`config.mk`:
```
export PLATFORM = sky130hd
export DESIGN_NAME = fetch_sequencer
export DESIGN_NICKNAME = d
export VERILOG_FILES = /design/src/rtl/fetch_sequencer_pkg.sv /design/src/rtl/fetch_sequencer.sv
export SDC_FILE = /design/constraint.sdc
export NUM_CORES = 1
export LEC_CHECK = 0
export BUFFER_PORTS_ARGS = -buffer_cell sky130_fd_sc_hd__buf_2
export CORE_ASPECT_RATIO = 1.2
export CORE_UTILIZATION = 45
export CTS_CLUSTER_SIZE = 12
export DETAILED_ROUTE_END_ITERATION = 7
export GPL_ROUTABILITY_DRIVEN = 0
export PLACE_DENSITY_LB_ADDON = 0.1
export SLEW_MARGIN = 40
export SYNTH_ARGS = -nofsm -noshare
export SYNTH_HDL_FRONTEND = slang
export SYNTH_SLANG_ARGS = --single-unit
```
`constraint.sdc`:
```
create_clock -name clk -period 1.8 [get_ports clk]
set_input_delay 0.27 -clock clk [delete_from_list [all_inputs] [get_ports clk]]
set_output_delay 0.27 -clock clk [all_outputs]
set_load 0.03 [all_outputs]
```
`src/rtl/fetch_sequencer_pkg.sv`:
```
// Shared CPU definitions: opcode constants, bus width defaults and fetch state encodings.
package fetch_sequencer_pkg;

    localparam int ADDR_W_DEF = 4;
    localparam int DATA_W_DEF = 8;

    localparam logic [3:0] OP_LDI = 4'h1;
    localparam logic [3:0] OP_ADD = 4'h2;
    localparam logic [3:0] OP_SUB = 4'h3;
    localparam logic [3:0] OP_HLT = 4'hF;

    typedef enum logic [1:0] {
        ST_IDLE  = 2'd0,
        ST_FETCH = 2'd1,
        ST_HALT  = 2'd2
    } fetch_state_t;

endpackage

```
`src/rtl/fetch_sequencer.sv`:
```
// Instruction fetch: owns the PC, reads the combinational ROM, registers instr for the decoder.
// Latency: PC -> instr_valid in 1 clk, 1 instr/clk while instr_ready is high.
// Backpressure: single-entry output register holds instr and PC while !instr_ready.
module fetch_sequencer
    import fetch_sequencer_pkg::*;
#(
    parameter int              ADDR_W     = ADDR_W_DEF,
    parameter int              DATA_W     = DATA_W_DEF,
    parameter logic [ADDR_W-1:0] RESET_PC = '0,
    parameter logic [3:0]      HLT_OPCODE = OP_HLT
) (
    input  logic              clk,
    input  logic              rst,
    input  logic              start,
    output logic [ADDR_W-1:0] rom_addr,
    input  logic [DATA_W-1:0] rom_data,
    output logic [DATA_W-1:0] instr,
    output logic [ADDR_W-1:0] instr_pc,
    output logic              instr_valid,
    input  logic              instr_ready,
    input  logic              redirect_en,
    input  logic [ADDR_W-1:0] redirect_addr,
    output logic              halted,
    output logic              busy
);

    localparam logic [ADDR_W-1:0] PC_ONE = 1;

    fetch_state_t      state, state_nxt;
    logic [ADDR_W-1:0] pc;
    logic              load;
    logic              take_redirect;
    logic              hlt_capture;

    assign rom_addr      = pc;
    assign halted        = (state == ST_HALT);
    assign busy          = (state == ST_FETCH);

    // Redirect outranks capture; HALT is terminal so redirects there are dropped.
    assign take_redirect = redirect_en && (state != ST_HALT);
    assign load          = (state == ST_FETCH) && (!instr_valid || instr_ready);
    assign hlt_capture   = load && !take_redirect && (rom_data[DATA_W-1 -: 4] == HLT_OPCODE);

    always_ff @(posedge clk) begin
        if (rst) begin
            state <= ST_IDLE;
        end else begin
            state <= state_nxt;
        end
    end

    always_comb begin
        state_nxt = state;
        case (state)
            ST_IDLE:  if (start)       state_nxt = ST_FETCH;
            ST_FETCH: if (hlt_capture) state_nxt = ST_HALT;
            ST_HALT:  state_nxt = ST_HALT;
            default:  state_nxt = ST_IDLE;
        endcase
    end

    always_ff @(posedge clk) begin
        if (rst) begin
            pc          <= RESET_PC;
            instr       <= '0;
            instr_pc    <= '0;
            instr_valid <= 1'b0;
        end else if (take_redirect) begin
            pc          <= redirect_addr;
            instr_valid <= 1'b0;
        end else if (load) begin
            instr       <= rom_data;
            instr_pc    <= pc;
            instr_valid <= 1'b1;
            if (!hlt_capture) begin
                pc <= pc + PC_ONE;
            end
        end else if (instr_valid && instr_ready) begin
            // Only reachable in HALT: the HLT word drains and nothing replaces it.
            instr_valid <= 1'b0;
        end
    end

endmodule
```
==> flow_metrics.tcl <==
set metrics [dict create \
    status "complete, no violations" \
    grt_overflow_total 0 \
    num_io_pins 36 \
    drv_cap 0 \
    die_h_um 49.0 \
    yosysSeqAreaShare_pct 46.0 \
    drt_iter0_drc 3 \
    seqCellArea_um2 380 \
    use_met3_pct 4.11 \
    yosysWarnings 0 \
    grt.met2_usage_pct 30.7 \
    power_uw 1070 \
    arrival_ns 1.74 \
    antenna_found_initial 0 \
    syn_nets 106 \
    crit_required_ns 2.01 \
    cts_buffers 3 \
    fmax_mhz 654 \
    cts_setup_buffers 0 \
    clock_path_buffers 2 \
    grt_use_met1_pct 20.3 \
    cts.sinks 19 \
    cts-hold-fix-buffers 0 \
    setup_violations 0 \
    period_share_pct 84.9 \
    num_rows 16 \
    async_flop_share_pct 0 \
    grt-busiest-layer "met2" \
    grt_pass1_wl_mm 2.58 \
    syn_avg_cell_area_um2 9.73 \
    final_util_pct 62.9 \
    antenna_cells 0 \
    wl_mm 1.61 \
    ys.flop_type "dfxtp_1" \
    finalNetCount 144 \
    dr.pass1.iters 2 \
    min_period_ns 1.53 \
    power_density_nw_per_um2 1010 \
    hold_viol_final 0 \
    power.leakage_uw 0.000580 \
    path_clk_slew_ns 0.10 \
    cts.htree.levels 1 \
    slew_violations 0 \
    grt_max_degree 20 \
    wl_per_cell_um 11.5 \
    dieArea_um2 2010 \
    cts_tree "built" \
    synth_cell_type_count 22 \
    worst_slew_pin_slew_ns 0.347 \
    hold_path_class "in -> reg" \
    ir_worst_vdd_mv 0.538 \
    netlist_area_um2 827 \
    finalClockSkew_ns 0.00238 \
    maxSlewHeadroom_pct 76.9 \
    portBuffers 35 \
    crit_type "reg -> reg" \
    grt_pass1_vias 651 \
    fillers 149 \
    drc 0 \
    cp-end-kind "flip-flop" \
    multi_input_area_um2 415 \
    insertion_delay_ns 0.29 \
    synth.area.top_cells "dfxtp_1, mux2i_1, nor2_1" \
    initial_core_util_pct 49.2 \
    crit_path_start_kind "flip-flop" \
    yosys_register_bits 19 \
    tns_ns 0 \
    syn_to_final_growth_pct 28.0 \
    ant_nets 0 \
    synth_edf_count 0 \
    avgViaCountPerCell 5.06 \
    cts_resized 0 \
    hpwlAfterDp_mm 1.19 \
    grt_setup_unrepaired "false" \
    synth_top_area_share_pct 46.0 \
    cts-root-buf "clkbuf_4" \
    core_um2 1680 \
    fp.dieW_um 41.1 \
    drive_gt1_share_pct 34.4 \
    vias 709 \
    synthCells 85 \
    synth_area_leader_cell "dfxtp_1" \
    grt_use_total_pct 18.5 \
    path_max_fanout 6 \
]
layer usage:
| layer | vias to the layer above | part of all wire, % |
|---|---|---|
| met5 | - | 0 |
| met2 | 24 | 46 |
| li1 | 364 | - |
| met1 | 317 | 46 |
| met3 | 4 | 5.7 |
| met4 | 0 | 2.4 |
area by class of cell:
cell class	instances	share of cell area, %
Multi-Input combinational cell	59	39.2
Timing Repair Buffer	37	19.1
Tap cell	18	2.13
Clock buffer	4	2.48
Sequential cell	19	35.9
Inverter	3	1.06
registers in the layout (all words and copies together) (netlist names):
register / flops
instr_pc: 4
instr: 8
state: 2
instr_valid: 1
rom_addr: 4
synth_stat cells (all sizes together), types with 3 or more instances:
cell type / count
inv: 3
dfxtp: 19
a211oi: 4
mux2i: 13
nor2: 17
nand3: 4
ha: 4
nand2b: 3
worst max-delay path, cell delays in order (launching register included):
cell	delay, ns
dfxtp_1	0.33
inv_1	0.09
ha_1	0.28
nand3_2	0.14
or3_1	0.37
a311oi_1	0.25
per-stage QoR:
| stage | instance area [µm²] | worst slack (ns) | instances | hold slack [ns] |
|---|---|---|---|---|
| after detailed placement | 1030 | 0.280 | 136 | 0.482 |
| after CTS | 1060 | 0.244 | 140 | 0.196 |
| after global routing | 1060 | 0.133 | 140 | 0.207 |
| after global placement | 1030 | 0.334 | 136 | 0.469 |
| final | 1060 | 0.272 | 140 | 0.204 |
| after floorplan | 827 | 0.0405 | 85 | 0.414 |
worst paths after layout:
| path | cells after the start | start | slack, ns | to |
|---|---|---|---|---|
| setup / recovery | 5 | state[1] | 0.27 | rom_addr[3] |
| hold / removal | 3 | rom_data[2] | 0.20 | instr[2] |
| setup reg to reg | 5 | state[1] | 0.27 | rom_addr[3] |
| hold reg to reg | 2 | instr[2] | 0.50 | instr[2] |
power breakdown:
group          leakage, µW  total, µW  switching [µW]  internal, µW
combinational     0.000410        358             217           141
sequential        0.000155        496            31.7           464
clock            0.0000150        214             128          86.2
kinds of logic after synthesis:
family	share of synthesized area, %
and+or+nand+nor	17.4
adders and majority gates	6.05
buffers and inverters	3.78
muxes	15.7
DFF	46.0
xor gates and xnor gates	2.12
AOI/OAI and AO/OA	8.93
layout by cell type (no fill, tap or decap):
master / count
a21o_1: 1
a21oi_1: 2
clkbuf_1: 1
buf_12: 1
dfxtp_1: 19
nand3_2: 1
buf_4: 1
nor2b_1: 2
nand4_1: 2
a311oi_1: 1
nor3_1: 1
nand3_1: 3
a211oi_1: 4
or3_1: 1
clkbuf_4: 3
o21ai_0: 1
nor2_1: 17
mux2i_1: 13
xor2_1: 2
nand2b_1: 3
ha_1: 4
o31ai_2: 1
buf_2: 35
inv_1: 3
Power figures use the tool's default switching activity.
